$ cat src/rtl/uart_echo_responder.sv
// uart_echo_responder
//   Remote-end UART echo partner. Receives 8N1 frames on rxd, buffers each
//   correctly framed byte in a small FIFO and retransmits it on txd XOR-ed
//   with XOR_MASK. Shows the last good byte on leds and keeps sticky
//   overflow / frame_err flags plus a wrapping frame counter for board debug.
//
// Ports
//   clk        system clock
//   rst        asynchronous active-low reset
//   rxd        serial input, idle high, asynchronous to clk
//   tx_hold    1 = do not start a new TX frame (a running frame completes)
//   txd        serial output, idle high
//   leds       last correctly framed received byte (unmasked)
//   rx_count   number of accepted frames, wraps 255 -> 0
//   overflow   sticky: a valid byte was dropped because the FIFO was full
//   frame_err  sticky: a stop bit was sampled low
module uart_echo_responder #(
  parameter int unsigned CLKS_PER_BIT = 5208,
  parameter int unsigned FIFO_DEPTH   = 8,
  parameter logic [7:0]  XOR_MASK     = 8'h00
) (
  input  logic       clk,
  input  logic       rst,
  input  logic       rxd,
  input  logic       tx_hold,
  output logic       txd,
  output logic [7:0] leds,
  output logic [7:0] rx_count,
  output logic       overflow,
  output logic       frame_err
);

  localparam int unsigned TW = $clog2(CLKS_PER_BIT);
  localparam int unsigned AW = $clog2(FIFO_DEPTH);
  localparam logic [TW-1:0] BIT_LAST = TW'(CLKS_PER_BIT - 1);
  localparam logic [TW-1:0] BIT_HALF = TW'(CLKS_PER_BIT / 2);

  typedef enum logic [2:0] {RX_IDLE, RX_START, RX_DATA, RX_STOP, RX_WAIT_IDLE} rx_state_e;
  typedef enum logic [1:0] {TX_IDLE, TX_START, TX_DATA, TX_STOP} tx_state_e;

  // ---------------- RX ----------------
  logic            r_rx_meta, r_rx_sync;
  rx_state_e       r_rx_state, w_rx_next;
  logic [TW-1:0]   r_rx_timer;
  logic [2:0]      r_rx_bit;
  logic [7:0]      r_rx_shift;
  logic            w_rx_timer_clr, w_rx_shift, w_rx_done, w_rx_ferr;
  logic            w_rxd;

  // ---------------- FIFO / TX ----------------
  logic [7:0]      r_mem [FIFO_DEPTH];
  logic [AW:0]     r_wr_ptr, r_rd_ptr;
  logic            w_full, w_empty, w_push, w_pop;
  logic [7:0]      w_fifo_rdata;
  tx_state_e       r_tx_state, w_tx_next;
  logic [TW-1:0]   r_tx_timer;
  logic [2:0]      r_tx_bit;
  logic [7:0]      r_tx_shift;
  logic            r_txd;
  logic            w_tx_timer_clr, w_tx_shift, w_tx_stop, w_tx_bit_inc;
  logic [7:0]      r_leds, r_rx_count;
  logic            r_overflow, r_frame_err;

  // Two-flop synchroniser; resets to the idle (high) line level.
  // NOTE: clocked state uses non-blocking (<=) so every flop samples pre-edge values.
  always_ff @(posedge clk or negedge rst) begin
    if (!rst) begin
      r_rx_meta <= 1'b1;
      r_rx_sync <= 1'b1;
    end else begin
      r_rx_meta <= rxd;
      r_rx_sync <= r_rx_meta;
    end
  end
  assign w_rxd = r_rx_sync;

  always_ff @(posedge clk or negedge rst) begin
    if (!rst) r_rx_state <= RX_IDLE;
    else      r_rx_state <= w_rx_next;
  end

  // NOTE: every always_comb output gets a default first so no path infers a latch.
  always_comb begin
    w_rx_next      = r_rx_state;
    w_rx_timer_clr = 1'b0;
    w_rx_shift     = 1'b0;
    w_rx_done      = 1'b0;
    w_rx_ferr      = 1'b0;
    case (r_rx_state)
      RX_IDLE: begin
        w_rx_timer_clr = 1'b1;
        if (!w_rxd) w_rx_next = RX_START;
      end
      RX_START: if (r_rx_timer == BIT_HALF) begin
        w_rx_timer_clr = 1'b1;
        // High at mid start bit is a glitch: drop it silently.
        w_rx_next = w_rxd ? RX_IDLE : RX_DATA;
      end
      RX_DATA: if (r_rx_timer == BIT_LAST) begin
        w_rx_timer_clr = 1'b1;
        w_rx_shift     = 1'b1;
        if (r_rx_bit == 3'd7) w_rx_next = RX_STOP;
      end
      RX_STOP: if (r_rx_timer == BIT_LAST) begin
        w_rx_timer_clr = 1'b1;
        if (w_rxd) begin
          w_rx_done = 1'b1;
          w_rx_next = RX_IDLE;
        end else begin
          w_rx_ferr = 1'b1;
          w_rx_next = RX_WAIT_IDLE;
        end
      end
      RX_WAIT_IDLE: if (w_rxd) w_rx_next = RX_IDLE;
      default: w_rx_next = RX_IDLE;
    endcase
  end

  always_ff @(posedge clk or negedge rst) begin
    if (!rst) begin
      r_rx_timer <= '0;
      r_rx_bit   <= '0;
      r_rx_shift <= '0;
    end else begin
      r_rx_timer <= w_rx_timer_clr ? '0 : r_rx_timer + 1'b1;
      if (r_rx_state == RX_IDLE) r_rx_bit <= '0;
      else if (w_rx_shift)       r_rx_bit <= r_rx_bit + 1'b1;
      if (w_rx_shift) r_rx_shift <= {w_rxd, r_rx_shift[7:1]};
    end
  end

  // ---------------- FIFO ----------------
  assign w_empty      = (r_wr_ptr == r_rd_ptr);
  assign w_full       = (r_wr_ptr[AW] != r_rd_ptr[AW]) && (r_wr_ptr[AW-1:0] == r_rd_ptr[AW-1:0]);
  // A simultaneous pop frees the slot, so a push into a full FIFO still lands.
  assign w_push       = w_rx_done && (!w_full || w_pop);
  assign w_fifo_rdata = r_mem[r_rd_ptr[AW-1:0]];

  // NOTE: storage is not reset; the pointers alone define which entries are valid.
  always_ff @(posedge clk) begin
    if (w_push) r_mem[r_wr_ptr[AW-1:0]] <= r_rx_shift;
  end

  always_ff @(posedge clk or negedge rst) begin
    if (!rst) begin
      r_wr_ptr    <= '0;
      r_rd_ptr    <= '0;
      r_leds      <= '0;
      r_rx_count  <= '0;
      r_overflow  <= 1'b0;
      r_frame_err <= 1'b0;
    end else begin
      if (w_push) r_wr_ptr <= r_wr_ptr + 1'b1;
      if (w_pop)  r_rd_ptr <= r_rd_ptr + 1'b1;
      // The frame was valid even when it is dropped, so leds/count still update.
      if (w_rx_done) begin
        r_leds     <= r_rx_shift;
        r_rx_count <= r_rx_count + 1'b1;
      end
      if (w_rx_done && !w_push) r_overflow <= 1'b1;
      if (w_rx_ferr) r_frame_err <= 1'b1;
    end
  end

  // ---------------- TX ----------------
  always_ff @(posedge clk or negedge rst) begin
    if (!rst) r_tx_state <= TX_IDLE;
    else      r_tx_state <= w_tx_next;
  end

  always_comb begin
    w_tx_next      = r_tx_state;
    w_tx_timer_clr = 1'b0;
    w_pop          = 1'b0;
    w_tx_shift     = 1'b0;
    w_tx_stop      = 1'b0;
    w_tx_bit_inc   = 1'b0;
    case (r_tx_state)
      TX_IDLE: begin
        w_tx_timer_clr = 1'b1;
        if (!w_empty && !tx_hold) begin
          w_pop     = 1'b1;
          w_tx_next = TX_START;
        end
      end
      TX_START: if (r_tx_timer == BIT_LAST) begin
        w_tx_timer_clr = 1'b1;
        w_tx_shift     = 1'b1;
        w_tx_next      = TX_DATA;
      end
      TX_DATA: if (r_tx_timer == BIT_LAST) begin
        w_tx_timer_clr = 1'b1;
        w_tx_bit_inc   = 1'b1;
        if (r_tx_bit == 3'd7) begin
          w_tx_stop = 1'b1;
          w_tx_next = TX_STOP;
        end else begin
          w_tx_shift = 1'b1;
        end
      end
      TX_STOP: if (r_tx_timer == BIT_LAST) begin
        w_tx_timer_clr = 1'b1;
        w_tx_next      = TX_IDLE;
      end
      default: w_tx_next = TX_IDLE;
    endcase
  end

  // txd is registered and driven one edge ahead of each bit period, so the
  // line changes on the same edge the FSM enters the matching state.
  always_ff @(posedge clk or negedge rst) begin
    if (!rst) begin
      r_txd      <= 1'b1;
      r_tx_shift <= '0;
      r_tx_timer <= '0;
      r_tx_bit   <= '0;
    end else begin
      r_tx_timer <= w_tx_timer_clr ? '0 : r_tx_timer + 1'b1;
      if (w_pop)             r_tx_bit <= '0;
      else if (w_tx_bit_inc) r_tx_bit <= r_tx_bit + 1'b1;
      if (w_pop) begin
        r_tx_shift <= w_fifo_rdata ^ XOR_MASK;
        r_txd      <= 1'b0;
      end else if (w_tx_shift) begin
        r_txd      <= r_tx_shift[0];
        r_tx_shift <= {1'b0, r_tx_shift[7:1]};
      end else if (w_tx_stop) begin
        r_txd      <= 1'b1;
      end
    end
  end

  assign txd       = r_txd;
  assign leds      = r_leds;
  assign rx_count  = r_rx_count;
  assign overflow  = r_overflow;
  assign frame_err = r_frame_err;

endmodule

$ cat config.mk
export PLATFORM = sky130hd
export DESIGN_NAME = uart_echo_responder
export DESIGN_NICKNAME = d
export VERILOG_FILES = /design/src/rtl/uart_echo_responder.sv
export SDC_FILE = /design/constraint.sdc
export NUM_CORES = 1
export LEC_CHECK = 0
export CELL_PAD_IN_SITES_DETAIL_PLACEMENT = 1
export CELL_PAD_IN_SITES_GLOBAL_PLACEMENT = 1
export CORE_ASPECT_RATIO = 1.1
export CORE_UTILIZATION = 41
export CTS_CLUSTER_DIAMETER = 100
export DETAILED_ROUTE_END_ITERATION = 10
export PLACE_DENSITY_LB_ADDON = 0.1
export SETUP_SLACK_MARGIN = 0.05
export SLEW_MARGIN = 10
export SYNTH_ARGS = -nofsm -noshare
export SYNTH_HDL_FRONTEND = slang
export SYNTH_SLANG_ARGS = --single-unit
$ cat constraint.sdc
create_clock -name clk -period 4.65 [get_ports clk]
set_input_delay 0.93 -clock clk [delete_from_list [all_inputs] [get_ports clk]]
set_output_delay 0.93 -clock clk [all_outputs]
set_load 0.02 [all_outputs]
Word level (Yosys, flattened, before mapping)
Memories as Yosys holds them, arrays and structs flattened.
Index checks and enable logic that the tools add are counted.

operators by class
  $add $sub $neg = 7
  eq/ne operators = 26
  muxes and demuxes = 49
  reduce and logical (&&, ||, !) cells = 19

operators with widths
  operator                                         number
  2-to-1 mux 3 bit                                 11
  adder 13 x 1 -> 13 bit, second input constant    2
  == test 13 bit, second input constant            2
  2-to-1 mux 13 bit                                2
  2-to-1 mux 1 bit                                 23
  inequality test 2 bit, second input constant     11
  2-to-1 mux 8 bit                                 2
  case mux 3 bit (5 select lines)                  1
  == test 13 x 12 -> 1 bit, second input constant  1
  2-to-1 mux 2 bit                                 6
  == test 3 bit, second input constant             3
  adder 4 x 1 -> 4 bit, second input constant      2
  adder 8 x 1 -> 8 bit, second input constant      1
  case mux 2 bit (4 select lines)                  1
  adder 3 x 1 -> 3 bit, second input constant      2
  == test 3 x 2 -> 1 bit, second input constant    2
  AND reduction 6 bit                              1
  nonzero test 2 bit                               3
  AND reduction 5 bit                              1
  == test 2 bit, second input constant             2
  == test 4 bit                                    1
  logical AND 1 bit                                4
  logical NOT 1 bit                                4
  case mux 1 bit (2 select lines)                  2
  11 further kinds                                 11

storage, ports and cells
  register bits = 82
  bits in writable memories = 64
  input port bits = 4
  output and inout bits = 19
  logic and storage cells = 119
  memories kept = 1

memories
  name   words  width  read ports  clocked after memory_dff  wr ports  line  source
  r_mem  8      8      1           0                         1         51    logic [7:0] r_mem [FIFO_DEPTH];

Longest topological paths before layout
Gate-level depths: netlist of the first run.

  depth in word-level cells = 9
  gate-level depth with buffers = 7
  gate-level depth less buffers = 6

Least setup slack after synthesis of the first run
Ideal clock, no wire load.

  path kind = in2reg
  start point = in tx_hold
  end point = mem r_mem[0][0], enable pin
  library setup time = 395 ps
  arrival = 2274 ps
  required time = 4255 ps
  slack = 1981 ps
  stages = 4
  buffers on the path = 0
  cell sequence = nor2b_1 > nand2b_1 > o21ai_2 > nor4_1

on the way
  cells in the longest elaborated chain, start to end = 8

RTL lines
  item                                    line  source
  from (decl)                             25    input logic tx_hold,
  logical NOT 1 bit                       181   if (!w_empty && !tx_hold) begin
  logical AND 1 bit                       181
  2-to-1 mux 1 bit                        181
  2-to-1 mux 1 bit                        178   case (r_tx_state)
  logical OR 1 bit                        136   assign w_push = w_rx_done && (!w_full || w_pop);
  logical AND 1 bit                       136
  2-to-1 mux 1 bit                        141   if (w_push) r_mem[r_wr_ptr[AW-1:0]] <= r_rx_shift;
  2-to-1 mux 1 bit (not written as such)  141
  to (decl)                               51

No other way between the ends.

Worst setup path in the final report of the first run
  start point = in tx_hold
  end point = mem r_mem[3][6], enable pin

The elaborated chain is that of the path after synthesis.

==> summary.txt, run 1 <==
Max Fanout on Critical Path - 8
TritonCTS clock tree - done
Area growth syn-to-layout - 15.4%
pin count of the biggest net entering global routing - 56
run status - completed
cts repair resizes - 0
element type at the critical path end - register
maximum clock path buffer count - 2
Core Rows - 48
post-route cell area - 7550 um2
transition at the pin with the smallest max-transition slack - 1.19 ns
syn avg cell area - 14.1 um2
post-synthesis async set-or-reset flop share - 0.562
effective utilization at floorplan - 0.418
PwrDens - 359 nW/um2
cell count after synthesis - 464
post-detailed-route count of antenna-violating nets - 0
Int Pwr - 2.11 mW
combinational share of power - 0.007
sequential cell fraction of total power - 0.494
WS Path Type - input pin to register
Die Span Y - 135 um
cell at the slowest stage of the critical path - sky130_fd_sc_hd__nor3_1
global-route wire length before repair - 22900 um
final period demand of the worst path - 2.97 ns
number of buffers added by the clock tree synthesis step - 17
portion of synthesized cell area occupied by the leading cell type - 0.302
maximum achievable frequency - 336 MHz
clock latency at the later pin of the worst-skew pair - 0.42 ns
post-layout net count - 509
placeable core area - 15700 um2
Arrival @ worst endpoint - 3.01 ns
vias after detailed routing - 3849
via count of the first global-routing pass - 4212
Setup violations, final - 0
register bit total from synthesis - 146
maximum single-stage delay on the critical path - 0.91 ns
share of post-route cells with drive strength above 1 - 0.196
overflow left after global routing - 0
Hold Slack - 0.356 ns
area enclosed by the die boundary - 16500 um2
final routed wire length divided by cell count - 19.3 um
relative slew slack - 0.202
final-report max-slew violation count - 0
switching power - 607 uW
detailed router's first-iteration violation count - 185
wirelength, routed - 13600 um
H-tree levels - 4
CTS Hold Bufs - 0
worst ir drop on vdd - 0.000259 V
cell area after placement - 6960 um2
unrepaired setup endpoints after global routing - no
worst-path cell chain - clkdlybuf4s50_1 -> nor2b_1 -> nand2b_1 -> o21ai_2 -> nor3_1
most instantiated library cell after synthesis - sky130_fd_sc_hd__dfrtp_1
overall track demand over capacity in global routing - 0.186
number of nets produced by synthesis - 482
element type at the critical path start - input pin
required arrival time at the worst endpoint - 4.69 ns
library cell with the largest summed area after synthesis - sky130_fd_sc_hd__dfrtp_1
switching power share of the total - 0.224
static leakage - 3.12 nW
number of maximum-capacitance constraint violations - 0
Final GP Congestion - 0.744
Synth Cell Area - 6550 um2
total number of clock tree sinks - 146
post-CTS setup repair buffer count - 0
Clock Power Share - 0.499
top cells by instance count after synthesis - sky130_fd_sc_hd__dfrtp_1 (79), sky130_fd_sc_hd__edfxtp_1 (64), sky130_fd_sc_hd__nor2_1 (33)
setup tns final - 0 ns
Yosys Warn Count - 0
Layout Utilization - 0.482
number of enable-type register cells in the synthesized netlist - 64
number of antenna violations at the first check in global routing - 0
worst hold-check path type - register to register
Buffers on Ports - 22
part of the cycle the worst path needs - 0.640
post-synthesis cell type count - 67
clock-pin transition on the worst setup and hold timing paths - 0.07 ns
post-route DRC violation count - 0
ranking of synthesized cells by area - sky130_fd_sc_hd__dfrtp_1 (30%), sky130_fd_sc_hd__edfxtp_1 (29%), sky130_fd_sc_hd__mux4_2 (5.5%)
root buffer cell - sky130_fd_sc_hd__clkbuf_16
Vias per Instance - 5.47
total chip power - 2.71 mW
Main synth FF type - sky130_fd_sc_hd__dfrtp_1
largest clock skew in the final design - 0.00739 ns
detailed-router iteration count before antenna repair - 6
post-synthesis sequential area ratio - 0.607
dpl hpwl - 9130 um
number of top-level pins - 23
chip width - 123 um
number of diodes added for antenna fixing - 0
Final Hold Vio Count - 0
[placed cells by master (no fill, tap or decap), types with 8 or more instances in the layout]
| master | count |
|---|---|
| sky130_fd_sc_hd__o21ai_0 | 9 |
| sky130_fd_sc_hd__xnor2_1 | 15 |
| sky130_fd_sc_hd__buf_4 | 8 |
| sky130_fd_sc_hd__nand4_1 | 9 |
| sky130_fd_sc_hd__a31oi_1 | 9 |
| sky130_fd_sc_hd__mux4_2 | 16 |
| sky130_fd_sc_hd__dfrtp_1 | 79 |
| sky130_fd_sc_hd__nor2_1 | 33 |
| sky130_fd_sc_hd__mux2_4 | 8 |
| sky130_fd_sc_hd__clkdlybuf4s50_1 | 21 |
| sky130_fd_sc_hd__edfxtp_1 | 64 |
| sky130_fd_sc_hd__inv_1 | 11 |
| sky130_fd_sc_hd__nand3_1 | 25 |
| sky130_fd_sc_hd__a211oi_1 | 8 |
| sky130_fd_sc_hd__nand2_1 | 10 |
| sky130_fd_sc_hd__nor2b_1 | 10 |
| sky130_fd_sc_hd__clkbuf_16 | 17 |
| sky130_fd_sc_hd__a21oi_1 | 8 |
| sky130_fd_sc_hd__xor2_1 | 22 |
| sky130_fd_sc_hd__ha_1 | 14 |
| sky130_fd_sc_hd__mux2_2 | 11 |
[critical path, delay by kind of cell]
kind                   cells  cell delay, ns
AO/OA/AOI/OAI              1            0.14
buffers and inverters      1            0.45
AND/OR/NAND/NOR            3            1.48
[per-layer routing]
metal | wire length [um] | GRT usage | vias to the layer above | share of wire
met1 | 6380 | 0.253 | 1984 | 0.47
met4 | 242 | 0.0732 | 0 | 0.018
met2 | 6670 | 0.295 | 44 | 0.49
met3 | 297 | 0.0355 | 21 | 0.022
li1 | - | - | 1800 | -
met5 | 0 | 0 | - | 0
[through the flow]
stage                     instances  setup WS [ns]
after global routing            704           1.43
final                           704           1.68
after CTS                       704           1.68
after global placement          672           1.34
after floorplan                 464           1.98
after detailed placement        672           1.25
[state kept, by name (all words and copies together) (netlist names)]
| signal | flops |
|---|---|
| r_tx_timer | 13 |
| overflow | 1 |
| r_rx_shift | 8 |
| leds | 8 |
| r_mem | 64 |
| r_tx_shift | 8 |
| r_rx_bit | 3 |
| r_tx_state | 2 |
| r_rx_meta | 1 |
| frame_err | 1 |
| r_wr_ptr | 4 |
| r_rd_ptr | 4 |
| r_rx_sync | 1 |
| rx_count | 8 |
| r_tx_bit | 3 |
| r_rx_state | 3 |
| txd | 1 |
| r_rx_timer | 13 |
[power by group through the flow]
stage,logic [mW],clock network (mW),registers [mW]
detailed placement,0.0197,0,1.37
CTS,0.0198,1.39,1.34
global placement,0.0199,0,1.37
global route,0.0222,1.44,1.34
floorplan,0.000882,0,1.37
finish,0.0187,1.36,1.34
[cell type report]
class / instances / area, um2
Tap cell: 200 / 250
Clock buffer: 17 / 425
Inverter: 11 / 41.3
Fill cell: 1536 / 8120
Timing Repair Buffer: 29 / 270
Clock inverter: 15 / 169
Multi-Input combinational cell: 286 / 2420
Sequential cell: 146 / 3980
[final timing paths]
check | start | to | slack (ns) | cells past startpoint
setup / recovery | tx_hold | r_mem[3][6] | 1.68 | 5
hold / removal | r_rx_meta | r_rx_sync | 0.36 | 0
setup reg to reg | r_rx_timer[0] | r_mem[3][6] | 1.69 | 5
hold reg to reg | r_rx_meta | r_rx_sync | 0.36 | 0
max in group asynchronous | rst | r_rx_meta | 3.19 | 2
min in group asynchronous | rst | r_tx_shift[4] | 0.57 | 1
[logic make-up after synthesis]
| family | count (synthesis) | synth area share |
|---|---|---|
| AND/OR/NAND/NOR | 139 | 0.133 |
| flip-flops | 146 | 0.607 |
| AO/OA/AOI/OAI | 58 | 0.0619 |
| buffers and inverters | 32 | 0.0246 |
| adder cells (fa/ha/maj) | 14 | 0.0267 |
| XOR/XNOR | 37 | 0.0495 |
| multiplexers | 38 | 0.0971 |
No activity file was read; power rests on OpenSTA's default activity.
==> run 2, diff against run 1 <==
clock period = 2.6 ns   (was 4.65 ns; I/O delays follow)
==> run 2 against run 1 <==
Via count increased by 1.1%. Utilization increased by 0.85 points. Critical path depth increased by 1. Final cell count rose by 2.0%. Critical endpoint is now r_mem[2][5].
==> summary.txt, run 2 (same netlist as run 1, synthesis figures left out) <==
run status - completed
dominant delay contributor by cell family on the critical path - simple AND/OR/NAND/NOR gates
required arrival time at the worst endpoint - 2.73 ns
clock-pin transition on the worst setup and hold timing paths - 0.06 ns
startpoint of the most critical setup path - r_rx_timer[0]
number of maximum-capacitance constraint violations - 0
switching power - 1.05 mW
Max Fanout on Critical Path - 8
detailed-router iteration count before antenna repair - 5
TritonCTS clock tree - done
maximum clock path buffer count - 2
Final GP Congestion - 0.776
element type at the critical path start - register
clock latency at the later pin of the worst-skew pair - 0.42 ns
Register-to-Register Path Depth - 6
worst hold-check path type - input pin to asynchronous set/reset pin
dpl hpwl - 9500 um
effective utilization at floorplan - 0.418
pin count of the biggest net entering global routing - 49
Buffers on Ports - 22
Die Span Y - 135 um
post-detailed-route count of antenna-violating nets - 0
number of diodes added for antenna fixing - 0
final period demand of the worst path - 2.24 ns
static leakage - 3.20 nW
most common cell after layout, fill and taps aside - sky130_fd_sc_hd__dfrtp_1
area enclosed by the die boundary - 16500 um2
unrepaired setup endpoints after global routing - no
total chip power - 4.90 mW
detailed router's first-iteration violation count - 261
part of the cycle the worst path needs - 0.862
combinational share of power - 0.008
setup tns final - 0 ns
overflow left after global routing - 0
post-CTS setup repair buffer count - 0
root buffer cell - sky130_fd_sc_hd__clkbuf_16
number of top-level pins - 23
worst ir drop on vdd - 0.000446 V
total number of clock tree sinks - 146
sequential cell fraction of total power - 0.489
PwrDens - 637 nW/um2
maximum single-stage delay on the critical path - 0.41 ns
cell at the slowest stage of the critical path - sky130_fd_sc_hd__dfrtp_1
crit path buf inv count - 1
CTS Hold Bufs - 0
Arrival @ worst endpoint - 2.37 ns
relative slew slack - 0.242
end of the worst register-to-register path - r_mem[2][5]
Area growth syn-to-layout - 17.4%
worst setup slack for register-to-register paths - 0.36 ns
Core Rows - 48
share of post-route cells with drive strength above 1 - 0.222
placeable core area - 15700 um2
critical register-to-register path startpoint - r_rx_timer[0]
global-route wire length before repair - 22800 um
Int Pwr - 3.85 mW
Vias per Instance - 5.42
via count of the first global-routing pass - 4262
element type at the critical path end - register
Final Hold Vio Count - 0
wirelength, routed - 13600 um
H-tree levels - 4
chip width - 123 um
final-report max-slew violation count - 0
leading cell types in the layout, fill and taps excluded - sky130_fd_sc_hd__dfrtp_1 (79), sky130_fd_sc_hd__edfxtp_1 (64), sky130_fd_sc_hd__nor2_1 (33), sky130_fd_sc_hd__nand3_1 (25), sky130_fd_sc_hd__xor2_1 (22)
maximum achievable frequency - 446 MHz
overall track demand over capacity in global routing - 0.185
number of buffers added by the clock tree synthesis step - 17
switching power share of the total - 0.214
number of antenna violations at the first check in global routing - 0
WS Path Type - register to register
vias after detailed routing - 3893
post-route DRC violation count - 0
worst-path cell chain - ha_1 -> nand4bb_2 -> nor4_2 -> o21ai_2 -> nor3_1 -> buf_4
final routed wire length divided by cell count - 18.9 um
largest clock skew in the final design - 0.00618 ns
Setup violations, final - 0
transition at the pin with the smallest max-transition slack - 1.13 ns
Clock Power Share - 0.503
post-layout net count - 523
fill cell total of the finished layout - 1544
flip-flop count of the largest register, all copies and words added - 64
run 2: per-layer routing:
layer  part of all wire  global-route usage  wire length (um)  vias to the layer above
met4              0.017              0.0772               232                        0
met1               0.46               0.239              6270                     2010
met2               0.50               0.306              6840                       44
met3              0.019              0.0342               263                       14
met5                  0                   0                 0                        -
li1                   -                   -                 -                     1825
run 2: worst max path at each step:
stage / endpoint / slack (ns) / cells after the start
final: r_mem[2][5] / 0.36 / 6
after global routing: r_mem[2][1] / 0.16 / 6
after CTS: r_mem[2][1] / 0.16 / 6
after detailed placement: r_mem[2][5] / 0.21 / 6
after global placement: r_mem[4][3] / 0.33 / 6
after floorplan: r_mem[4][0] / 0.18 / 5
run 2: layout make-up:
class | count | area [um2] | area share
Clock buffer | 17 | 425 | 0.0553
Multi-Input combinational cell | 286 | 2430 | 0.317
Timing Repair Buffer | 43 | 388 | 0.0505
Sequential cell | 146 | 3980 | 0.517
Tap cell | 200 | 250 | 0.0326
Inverter | 11 | 41.3 | 0.00537
Clock inverter | 15 | 171 | 0.0223
run 2: repair_timing:
action	in CTS	in global routing
resized for setup	0	1
setup endpoints to repair	0	44
endpoints found under the hold margin	0	0
run 2: power groups by stage:
stage	registers [mW]	clock network (mW)	logic, mW
floorplan	2.44	0	0.00158
global placement	2.44	0	0.0392
detailed placement	2.44	0	0.0398
CTS	2.40	2.53	0.0398
global route	2.40	2.61	0.0433
finish	2.40	2.46	0.0371
run 2: per-stage QoR:
| stage | setup WS [ns] | cell area, um2 | utilization | cells | hold slack, ns |
|---|---|---|---|---|---|
| 2_1_floorplan | 0.178 | 6560 | - | 464 | 0.224 |
| 3_3_place_gp | 0.327 | 7080 | 0.452 | 686 | 0.351 |
| 3_5_place_dp | 0.205 | 7080 | 0.452 | 686 | 0.351 |
| 4_1_cts | 0.161 | 7680 | 0.490 | 718 | 0.0615 |
| 5_1_grt | 0.158 | 7690 | 0.490 | 718 | 0.0861 |
| 6_report | 0.359 | 7690 | 0.490 | 718 | 0.0602 |
==> run 3, diff against run 2 <==
clock period = 2.7 ns   (was 2.6 ns; I/O delays follow)
==> run 3 against run 2 <==
The flow now finishes with violations (DRC). Non-clock buffer count decreased by 3. Critical path depth unchanged. Register-to-register slack got worse by 0.03 ns. Setup slack got worse by 0.035 ns. Routed wire length decreased by 0.66%. Final cell count decreased by 0.42%. Fmax decreased by 5.7%. Via count decreased by 1.2%. Critical path type unchanged. Largest cell class unchanged. Largest power group unchanged.
==> summary.txt, run 3 (same netlist as run 1, synthesis figures left out) <==
Core Rows - 48
Max Fanout on Critical Path - 8
relative slew slack - 0.234
element type at the critical path start - register
final instance count without filler cells - 715
number of maximum-capacitance constraint violations - 0
worst ir drop on vdd - 0.000457 V
overflow left after global routing - 0
run status - finished with violations
PwrDens - 611 nW/um2
cell total after placement - 683
Die Span Y - 135 um
Register-to-Register Path Depth - 6
overall track demand over capacity in global routing - 0.183
end of the worst register-to-register path - r_mem[0][6]
Final GP Congestion - 0.759
unrepaired setup endpoints after global routing - no
H-tree levels - 4
post-layout net count - 520
worst setup slack for register-to-register paths - 0.32 ns
pin count of the biggest net entering global routing - 44
final routed wire length divided by cell count - 18.9 um
Final Hold Vio Count - 0
final period demand of the worst path - 2.38 ns
Arrival @ worst endpoint - 2.51 ns
post-detailed-route count of antenna-violating nets - 0
dpl hpwl - 9240 um
global-route wire length before repair - 22400 um
most common cell after layout, fill and taps aside - sky130_fd_sc_hd__dfrtp_1
TritonCTS clock tree - done
total chip power - 4.67 mW
final-report max-slew violation count - 0
cell area after placement - 7060 um2
Layout Utilization - 0.488
clock-pin transition on the worst setup and hold timing paths - 0.06 ns
required arrival time at the worst endpoint - 2.83 ns
WS Path Type - register to register
maximum achievable frequency - 421 MHz
share of post-route cells with drive strength above 1 - 0.214
largest clock skew in the final design - 0.00696 ns
detailed-router iteration count before antenna repair - 7
Setup violations, final - 0
transition at the pin with the smallest max-transition slack - 1.14 ns
leading cell types in the layout, fill and taps excluded - sky130_fd_sc_hd__dfrtp_1 (79), sky130_fd_sc_hd__edfxtp_1 (64), sky130_fd_sc_hd__nor2_1 (33), sky130_fd_sc_hd__nand3_1 (25), sky130_fd_sc_hd__xor2_1 (22)
root buffer cell - sky130_fd_sc_hd__clkbuf_16
number of buffers added by the clock tree synthesis step - 17
wirelength, routed - 13500 um
Area growth syn-to-layout - 16.7%
vias after detailed routing - 3845
Vias per Instance - 5.38
post-route DRC violation count - 1
CTS Hold Bufs - 0
area enclosed by the die boundary - 16500 um2
fill cell total of the finished layout - 1557
detailed router's first-iteration violation count - 198
static leakage - 3.18 nW
setup tns final - 0 ns
critical register-to-register path startpoint - r_rx_timer[0]
element type at the critical path end - register
number of top-level pins - 23
post-route cell area - 7640 um2
chip width - 123 um
worst hold-check path type - input pin to asynchronous set/reset pin
via count of the first global-routing pass - 4070
violated checks - DRC
placeable core area - 15700 um2
number of antenna violations at the first check in global routing - 0
maximum clock path buffer count - 2
Buffers on Ports - 22
effective utilization at floorplan - 0.418
part of the cycle the worst path needs - 0.880
total number of clock tree sinks - 146
clock latency at the later pin of the worst-skew pair - 0.43 ns
flip-flop count of the largest register, all copies and words added - 64
number of diodes added for antenna fixing - 0
-- run 3: cell count changes in the layout (fill, tap and decap cells not counted) --
cell,delta
sky130_fd_sc_hd__clkinvlp_2,-1
sky130_fd_sc_hd__nor4_2,-1
sky130_fd_sc_hd__bufinv_16,-1
sky130_fd_sc_hd__nor4_1,+1
sky130_fd_sc_hd__buf_4,-3
sky130_fd_sc_hd__inv_8,+1
sky130_fd_sc_hd__clkinv_2,-1
sky130_fd_sc_hd__clkbuf_1,+1
sky130_fd_sc_hd__clkinv_4,+3
sky130_fd_sc_hd__clkinvlp_4,-2
-- run 3: per-layer routing --
metal  wire [um]  vias to the layer above  GRT usage
met5           0                        -          0
met4         176                        0     0.0752
met3         341                       11     0.0384
met2        6520                       45      0.282
met1        6480                     1969      0.253
li1            -                     1820          -
-- run 3: timing repair --
action                                  CTS  global route
hold endpoints to repair                  0             0
setup buffers                             0             0
endpoints found under the setup margin    0             8
resized for setup                         0             1
-- run 3: per-stage QoR --
stage / hold slack [ns] / setup slack, ns
after floorplan: 0.244 / 0.103
after global placement: 0.348 / 0.216
after detailed placement: 0.348 / 0.132
after CTS: 0.110 / 0.114
after global routing: 0.130 / 0.142
final: 0.0904 / 0.324
-- run 3: area by class of cell --
cell class	instances	area, um2	area share
clock buffers	18	429	0.0561
clock inverters	14	154	0.0201
inverters	11	41.3	0.00540
multi-input cells	286	2430	0.318
flip-flops and latches	146	3980	0.520
well taps	200	250	0.0327
repair buffers	40	365	0.0478
-- run 3: worst max-delay path, cell delays in order, from the launching register on --
cell                        delay (ns)
sky130_fd_sc_hd__dfrtp_1          0.40
sky130_fd_sc_hd__ha_1             0.29
sky130_fd_sc_hd__nand4bb_2        0.21
sky130_fd_sc_hd__nor4_2           0.38
sky130_fd_sc_hd__o21ai_2          0.18
sky130_fd_sc_hd__nor4_1           0.36
sky130_fd_sc_hd__buf_4            0.26
-- run 3: worst max-delay path by stage --
stage / startpoint / endpoint / slack (ns) / cells past startpoint
global placement: tx_hold / r_mem[0][2] / 0.22 / 6
finish: r_rx_timer[0] / r_mem[0][6] / 0.32 / 6
detailed placement: tx_hold / r_mem[0][5] / 0.13 / 6
floorplan: r_rx_timer[0] / r_mem[0][0] / 0.10 / 5
CTS: r_rx_timer[0] / r_mem[0][6] / 0.11 / 6
global route: r_rx_timer[0] / r_mem[0][6] / 0.14 / 6
-- run 3: power breakdown --
| part | internal [mW] | switching (mW) | leakage [nW] |
|---|---|---|---|
| Clock | 1.31 | 1.02 | 0.289 |
| Combinational | 0.00832 | 0.0276 | 1.08 |
| Sequential | 2.31 | 0.00165 | 1.81 |
| Total | 3.63 | 1.04 | 3.18 |
